==> src/rtl/serial_link_controller_if.sv <==
// Processor-side port bundle of the serial link controller.
//
// Groups the parallel transmit/receive handshake between the processor I/O
// and the serial link controller:
//   tx_data            byte to send (processor data_bus_out)
//   transmit_enable    send request
//   tx_busy            transmit frame in progress
//   character_sent     one-cycle pulse when a frame has been fully sent
//   rx_data            last received byte (processor data_bus_in)
//   character_received new byte is held in rx_data
//   load               processor has read rx_data
//   rx_overrun         sticky: byte delivered while previous one unread
//   framing_error      sticky: stop bit sampled low
// The master modport is the processor side, the slave modport the controller.
interface serial_link_controller_if;
    logic [7:0] tx_data;
    logic       transmit_enable;
    logic       tx_busy;
    logic       character_sent;
    logic [7:0] rx_data;
    logic       character_received;
    logic       load;
    logic       rx_overrun;
    logic       framing_error;

    modport master (
        output tx_data,
        output transmit_enable,
        output load,
        input  tx_busy,
        input  character_sent,
        input  rx_data,
        input  character_received,
        input  rx_overrun,
        input  framing_error
    );

    modport slave (
        input  tx_data,
        input  transmit_enable,
        input  load,
        output tx_busy,
        output character_sent,
        output rx_data,
        output character_received,
        output rx_overrun,
        output framing_error
    );
endinterface

==> src/rtl/serial_link_controller.sv <==
// Serial link controller for the battleship board-to-board link.
//
// Serializes bytes handed over by the processor and deserializes bytes coming
// from the opponent's board. Frame format: 1 start bit (low), 8 data bits LSB
// first, 1 stop bit (high); every bit lasts CLKS_PER_BIT clock cycles.
//
// Ports:
//   clk_clk        system clock, all state on its rising edge
//   reset_reset_n  asynchronous active-low reset, abandons partial frames
//   proc           processor handshake (serial_link_controller_if.slave)
//   serial_in      line from the opponent (asynchronous, idle high)
//   serial_out     line to the opponent (registered, idle high)
module serial_link_controller #(
    parameter int CLKS_PER_BIT = 16
) (
    input  logic                           clk_clk,
    input  logic                           reset_reset_n,
    serial_link_controller_if.slave        proc,
    input  logic                           serial_in,
    output logic                           serial_out
);

    localparam int CW = $clog2(CLKS_PER_BIT);
    localparam logic [CW-1:0] CNT_MAX = CW'(CLKS_PER_BIT - 1);
    // The state machine spends the detection cycle at count 0, so stopping at
    // MID-1 lands the start-bit check on the bit midpoint.
    localparam logic [CW-1:0] MID_M1  = CW'(CLKS_PER_BIT / 2 - 1);

    typedef enum logic [1:0] {
        IDLE  = 2'd0,
        START = 2'd1,
        DATA  = 2'd2,
        STOP  = 2'd3
    } state_t;

    // ------------------------------------------------------------------
    // Transmitter
    // ------------------------------------------------------------------
    state_t        tx_state_q;
    logic [CW-1:0] tx_cnt_q;
    logic [2:0]    tx_bit_q;
    logic [7:0]    tx_shift_q;
    logic          serial_out_q;
    logic          tx_busy_q;
    logic          char_sent_q;

    always_ff @(posedge clk_clk or negedge reset_reset_n) begin
        if (!reset_reset_n) begin
            tx_state_q   <= IDLE;
            tx_cnt_q     <= '0;
            tx_bit_q     <= '0;
            tx_shift_q   <= '0;
            serial_out_q <= 1'b1;
            tx_busy_q    <= 1'b0;
            char_sent_q  <= 1'b0;
        end else begin
            char_sent_q <= 1'b0;
            case (tx_state_q)
                IDLE: begin
                    if (proc.transmit_enable) begin
                        tx_shift_q   <= proc.tx_data;
                        tx_cnt_q     <= '0;
                        tx_bit_q     <= '0;
                        serial_out_q <= 1'b0;
                        tx_busy_q    <= 1'b1;
                        tx_state_q   <= START;
                    end
                end
                START: begin
                    if (tx_cnt_q == CNT_MAX) begin
                        tx_cnt_q     <= '0;
                        serial_out_q <= tx_shift_q[0];
                        tx_state_q   <= DATA;
                    end else begin
                        tx_cnt_q <= tx_cnt_q + 1'b1;
                    end
                end
                DATA: begin
                    if (tx_cnt_q == CNT_MAX) begin
                        tx_cnt_q   <= '0;
                        // Bit 0 of the shift register is always the bit on
                        // the line, so the next bit is bit 1.
                        tx_shift_q <= tx_shift_q >> 1;
                        if (tx_bit_q == 3'd7) begin
                            serial_out_q <= 1'b1;
                            tx_state_q   <= STOP;
                        end else begin
                            tx_bit_q     <= tx_bit_q + 3'd1;
                            serial_out_q <= tx_shift_q[1];
                        end
                    end else begin
                        tx_cnt_q <= tx_cnt_q + 1'b1;
                    end
                end
                STOP: begin
                    if (tx_cnt_q == CNT_MAX) begin
                        tx_cnt_q    <= '0;
                        tx_busy_q   <= 1'b0;
                        char_sent_q <= 1'b1;
                        tx_state_q  <= IDLE;
                    end else begin
                        tx_cnt_q <= tx_cnt_q + 1'b1;
                    end
                end
                default: tx_state_q <= IDLE;
            endcase
        end
    end

    // ------------------------------------------------------------------
    // Receiver
    // ------------------------------------------------------------------
    logic [1:0]    sync_q;
    logic          rx_line;
    state_t        rx_state_q;
    logic [CW-1:0] rx_cnt_q;
    logic [2:0]    rx_bit_q;
    logic [7:0]    rx_shift_q;
    logic [7:0]    rx_data_q;
    logic          char_rcvd_q;
    logic          overrun_q;
    logic          frame_err_q;

    assign rx_line = sync_q[1];

    always_ff @(posedge clk_clk or negedge reset_reset_n) begin
        if (!reset_reset_n) begin
            sync_q      <= 2'b11;
            rx_state_q  <= IDLE;
            rx_cnt_q    <= '0;
            rx_bit_q    <= '0;
            rx_shift_q  <= '0;
            rx_data_q   <= '0;
            char_rcvd_q <= 1'b0;
            overrun_q   <= 1'b0;
            frame_err_q <= 1'b0;
        end else begin
            sync_q <= {sync_q[0], serial_in};

            // Processor read clears the flags; a delivery or framing error in
            // the same cycle overrides this below.
            if (proc.load) begin
                char_rcvd_q <= 1'b0;
                overrun_q   <= 1'b0;
                frame_err_q <= 1'b0;
            end

            case (rx_state_q)
                IDLE: begin
                    if (!rx_line) begin
                        rx_cnt_q   <= '0;
                        rx_state_q <= START;
                    end
                end
                START: begin
                    if (rx_cnt_q == MID_M1) begin
                        rx_cnt_q <= '0;
                        if (!rx_line) begin
                            rx_bit_q   <= '0;
                            rx_state_q <= DATA;
                        end else begin
                            // Line returned high: a glitch, not a start bit.
                            rx_state_q <= IDLE;
                        end
                    end else begin
                        rx_cnt_q <= rx_cnt_q + 1'b1;
                    end
                end
                DATA: begin
                    if (rx_cnt_q == CNT_MAX) begin
                        rx_cnt_q   <= '0;
                        rx_shift_q <= {rx_line, rx_shift_q[7:1]};
                        if (rx_bit_q == 3'd7) begin
                            rx_state_q <= STOP;
                        end else begin
                            rx_bit_q <= rx_bit_q + 3'd1;
                        end
                    end else begin
                        rx_cnt_q <= rx_cnt_q + 1'b1;
                    end
                end
                STOP: begin
                    if (rx_cnt_q == CNT_MAX) begin
                        // Leave mid-stop-bit so the next start edge is seen.
                        rx_cnt_q   <= '0;
                        rx_state_q <= IDLE;
                        if (rx_line) begin
                            rx_data_q   <= rx_shift_q;
                            char_rcvd_q <= 1'b1;
                            if (char_rcvd_q && !proc.load) begin
                                overrun_q <= 1'b1;
                            end
                        end else begin
                            frame_err_q <= 1'b1;
                        end
                    end else begin
                        rx_cnt_q <= rx_cnt_q + 1'b1;
                    end
                end
                default: rx_state_q <= IDLE;
            endcase
        end
    end

    assign serial_out              = serial_out_q;
    assign proc.tx_busy            = tx_busy_q;
    assign proc.character_sent     = char_sent_q;
    assign proc.rx_data            = rx_data_q;
    assign proc.character_received = char_rcvd_q;
    assign proc.rx_overrun         = overrun_q;
    assign proc.framing_error      = frame_err_q;

endmodule

==> src/flat_wrapper.sv <==
// flat-port wrapper written by rule: the top's interface ports become plain ports
module serial_link_controller_flat 
#(
    parameter int CLKS_PER_BIT = 16
)
  (clk_clk, reset_reset_n, serial_in, serial_out, proc_tx_data, proc_transmit_enable, proc_load, proc_tx_busy, proc_character_sent, proc_rx_data, proc_character_received, proc_rx_overrun, proc_framing_error);
  serial_link_controller_if proc_i ();
  input  logic clk_clk;
  input  logic reset_reset_n;
  input  logic serial_in;
  output logic serial_out;
  input wire logic [$bits(proc_i.tx_data)-1:0] proc_tx_data;
  input wire logic [$bits(proc_i.transmit_enable)-1:0] proc_transmit_enable;
  input wire logic [$bits(proc_i.load)-1:0] proc_load;
  output wire logic [$bits(proc_i.tx_busy)-1:0] proc_tx_busy;
  output wire logic [$bits(proc_i.character_sent)-1:0] proc_character_sent;
  output wire logic [$bits(proc_i.rx_data)-1:0] proc_rx_data;
  output wire logic [$bits(proc_i.character_received)-1:0] proc_character_received;
  output wire logic [$bits(proc_i.rx_overrun)-1:0] proc_rx_overrun;
  output wire logic [$bits(proc_i.framing_error)-1:0] proc_framing_error;
  assign proc_i.tx_data = proc_tx_data;
  assign proc_i.transmit_enable = proc_transmit_enable;
  assign proc_i.load = proc_load;
  assign proc_tx_busy = proc_i.tx_busy;
  assign proc_character_sent = proc_i.character_sent;
  assign proc_rx_data = proc_i.rx_data;
  assign proc_character_received = proc_i.character_received;
  assign proc_rx_overrun = proc_i.rx_overrun;
  assign proc_framing_error = proc_i.framing_error;
  serial_link_controller #(.CLKS_PER_BIT(CLKS_PER_BIT)) u_core (.clk_clk(clk_clk), .reset_reset_n(reset_reset_n), .proc(proc_i), .serial_in(serial_in), .serial_out(serial_out));
endmodule
==> config.mk <==
export PLATFORM = sky130hd
export DESIGN_NAME = serial_link_controller_flat
export DESIGN_NICKNAME = d
export VERILOG_FILES = /design/src/rtl/serial_link_controller_if.sv /design/src/rtl/serial_link_controller.sv /design/src/flat_wrapper.sv
export SDC_FILE = /design/constraint.sdc
export NUM_CORES = 1
export LEC_CHECK = 0
export ABC_AREA = 1
export ABC_CLOCK_PERIOD_IN_PS = 2600
export CAP_MARGIN = 20
export CORE_ASPECT_RATIO = 1.1
export CORE_MARGIN = 1
export CORE_UTILIZATION = 60
export CTS_CLUSTER_DIAMETER = 40
export DETAILED_ROUTE_END_ITERATION = 6
export HOLD_SLACK_MARGIN = 0.1
export PLACE_DENSITY_LB_ADDON = 0.08
export SYNTH_ARGS = -nofsm -noshare
export SYNTH_HDL_FRONTEND = slang
export SYNTH_SLANG_ARGS = --single-unit
==> constraint.sdc <==
create_clock -name clk_clk -period 2.6 [get_ports clk_clk]
set_input_delay 0.39 -clock clk_clk [delete_from_list [all_inputs] [get_ports clk_clk]]
set_output_delay 0.39 -clock clk_clk [all_outputs]
set_load 0.05 [all_outputs]
==> impl_metrics.py <==
metrics = {
    "outcome": {
        "status": "completed",
    },
    "synth": {
        "yosys_warnings": 0,
        "yosys_most_used_dff": "dfrtp_1",
        "yosysMostFrequentCell": "nand2_1",
        "yosys.area_share.simple_pct": 25.45,
        "syn_inst": 284,
        "synth_top_family_by_area": "simple AND/OR/NAND/NOR gates",
        "mappedNetlistArea_mm2": 0.002507,
        "synth-seq-cells": 50,
        "synth-compound-area-share_pct": 10.63,
        "synth_top_area_share_pct": 46.91,
        "yosysSeqAreaShare_pct": 50.05,
        "yosysUniqueCellTypes": 28,
        "synth_xor_area_share_pct": 0.6986,
        "synth_edf_count": 0,
        "synth_common_cells": "nand2_1, dfrtp_1, inv_1, ha_1, o21ai_2",
        "synth.avg_cell_area_um2": 8.829,
        "synth_area_leaders": "dfrtp_1, nand2_1, ha_1",
        "synthMuxAreaShare_pct": 0,
        "synth_nets": 312,
        "async_flop_share_pct": 100.0,
        "synth_top_area_cell": "dfrtp_1",
        "synthAdderAreaFrac_pct": 7.485,
    },
    "routing": {
        "drtAntennaViolNets": 0,
        "drt_iter0_drc": 79,
        "first_pass_iters": 4,
        "drcViolationCount": 0,
        "post_drt_via_cell_ratio": 5.043,
        "vias": 1856,
        "routedWlPerCell_um": 11.41,
        "routed_wl_mm": 4.199,
    },
    "critical_path": {
        "critPathKind": "register to primary output",
        "r2r-start": "u_core.tx_state_q[0]",
        "max_stage_delay_ns": 0.79,
        "path_cells": "clkdlybuf4s50_1",
        "required_ns": 2.21,
        "path_delay_family": "buffers and inverters",
        "path_buf_inv": 1,
        "startpoint": "u_core.serial_out",
        "critPathLaunchType": "register",
        "crit_slowest_cell": "clkdlybuf4s50_1",
        "cp_max_fo": 2,
        "worstPathArrival_ns": 1.65,
        "end_kind": "primary output",
    },
    "pwr": {
        "leakage_uw": 0.001434,
        "p_comb_share_pct": 41.3,
        "p_clk_share_pct": 18.3,
        "p_seq_share_pct": 40.4,
        "peakVddDrop_mv": 0.6402,
        "swShare_pct": 42.38,
        "netSwitchingPower_uw": 1135,
        "internal_power_uw": 1543,
        "powerDensity_mw_per_mm2": 917.1,
    },
    "floorplan": {
        "die_h_um": 69.80,
        "dieArea_mm2": 0.004442,
        "io-pin-count": 27,
        "num_rows": 24,
        "start_util_pct": 62.78,
        "fp.coreArea_mm2": 0.003994,
        "die_w_um": 63.64,
    },
    "sta": {
        "setup_violations": 0,
        "drv_slew": 0,
        "rsz0062_at_grt": "no",
        "min_period_ns": 2.042,
        "max_freq_mhz": 489.7,
        "fin_tns_setup_ns": 0,
        "finalHoldViolCount": 0,
        "worst_pin_slew_ns": 0.5999,
        "hold-worst-slack_ns": 0.3595,
        "skew_ns": 0.009005,
        "relSlewSlack_pct": 60.01,
        "final.period_utilization_pct": 78.54,
    },
    "clock_tree": {
        "cts_tree": "built",
        "cts_setup_buffers": 0,
        "numClockSinks": 50,
        "root_buffer": "clkbuf_8",
        "clock_path_buffers": 2,
        "hold_buffers": 1,
        "cts.clk_slew.worst_paths_ns": 0.09,
        "postCtsResizedCells": 0,
        "cts_made_buffers": 5,
        "clock_latency_ns": 0.31,
        "htree_levels": 2,
    },
    "global_route": {
        "overflow": 0,
        "first_global_vias": 1755,
        "grt_first_pass_wirelength_mm": 7.465,
        "grt_util_all_layers_pct": 21.75,
        "grt_max_degree": 27,
        "antenna_found_initial": 0,
    },
    "job": {
        "drv_cap": 0,
    },
    "final_layout": {
        "area_delta_synth_final_pct": 16.47,
        "instances_no_fill": 368,
        "drive_gt1_share_pct": 14.87,
        "finalNetCount": 343,
        "antennaDiodeCount": 0,
    },
    "min_path": {
        "min-delay-start": "u_core.sync_q[0]",
        "min_path_type": "register to register",
    },
    "place": {
        "portBuffers": 26,
        "place_congestion": 0.9017,
        "dp_hpwl_mm": 3.070,
        "dp_cells": 359,
    },
}
## per-layer routing
layer / wire length, µm / vias to the layer above / global-route usage, % / part of all wire [%]
li1: - / 968 / - / -
met1: 1992 / 848 / 27.67 / 47
met2: 1982 / 33 / 35.11 / 47
met3: 149 / 7 / 5.263 / 3.5
met4: 75 / 0 / 9.343 / 1.8
met5: 0 / - / 0 / 0
## path summary, 6_finish.rpt
kind / to / slack, ns / cells after the start
setup / recovery: serial_out / 0.56 / 1
hold / removal: u_core.sync_q[1] / 0.36 / 0
setup reg to reg: u_core.tx_bit_q[2] / 0.79 / 8
hold reg to reg: u_core.sync_q[1] / 0.36 / 0
max in group asynchronous: u_core.tx_shift_q[5] / 1.46 / 3
min in group asynchronous: u_core.rx_cnt_q[0] / 0.61 / 2
## placed cells by master (no fill, tap or decap), types with 2 or more instances in the layout
master / instances
nand4_1: 5
nand3_1: 11
o21ai_2: 15
nand3_4: 2
nor2_1: 8
xor2_1: 2
inv_2: 5
nor2_2: 3
ha_1: 15
o21ai_0: 12
nand2_1: 108
nand3_2: 2
inv_1: 22
clkbuf_8: 5
nand2_2: 3
dfrtp_1: 47
a21oi_1: 6
dfstp_2: 3
o21ai_1: 4
clkdlybuf4s50_1: 25
## flip-flops by register name (all words and copies together), names as in the netlist, 2 cells and up, named ones only
register and flops:
u_core.rx_shift_q 8, u_core.sync_q 2, u_core.tx_cnt_q 4, u_core.tx_shift_q 8, u_core.rx_bit_q 3, u_core.tx_state_q 2
u_core.tx_bit_q 3, u_core.proc.rx_data 8, u_core.rx_cnt_q 4
## cell type report
cell class              instances  area, µm²
flip-flops and latches         50       1255
multi-input cells             202       1110
fillers                       305       1074
repair buffers                 28      285.3
inverters                      28      107.6
clock buffers                   5      68.82
well taps                      52      65.06
clock inverters                 3      28.78
## per-stage QoR
step	util [%]	power (µW)	instance area, µm²	worst slack (ns)
after global routing	73.12	2914	2920	0.5326
final	73.12	2678	2920	0.5579
after global placement	70.43	2166	2813	0.9055
after detailed placement	70.43	2203	2813	0.8043
after floorplan	-	1941	2507	1.191
after CTS	73.12	2693	2920	0.5437
## logic make-up (layout without fill, tap and decap cells)
kind of cell / after synthesis / after routing
AO/OA/AOI/OAI: 40 / 40
XOR/XNOR: 2 / 2
adder cells (fa/ha/maj): 15 / 15
buffers and inverters: 32 / 64
flip-flops: 50 / 50
AND/OR/NAND/NOR: 145 / 145
## power groups by stage
| stage | clock network [µW] | logic [µW] | registers (µW) |
|---|---|---|---|
| CTS | 500 | 1110 | 1080 |
| global placement | 0 | 1080 | 1080 |
| finish | 489 | 1110 | 1080 |
| global route | 528 | 1280 | 1100 |
| detailed placement | 0 | 1120 | 1090 |
| floorplan | 0 | 827 | 1110 |
(Power assumes the default switching activity.)
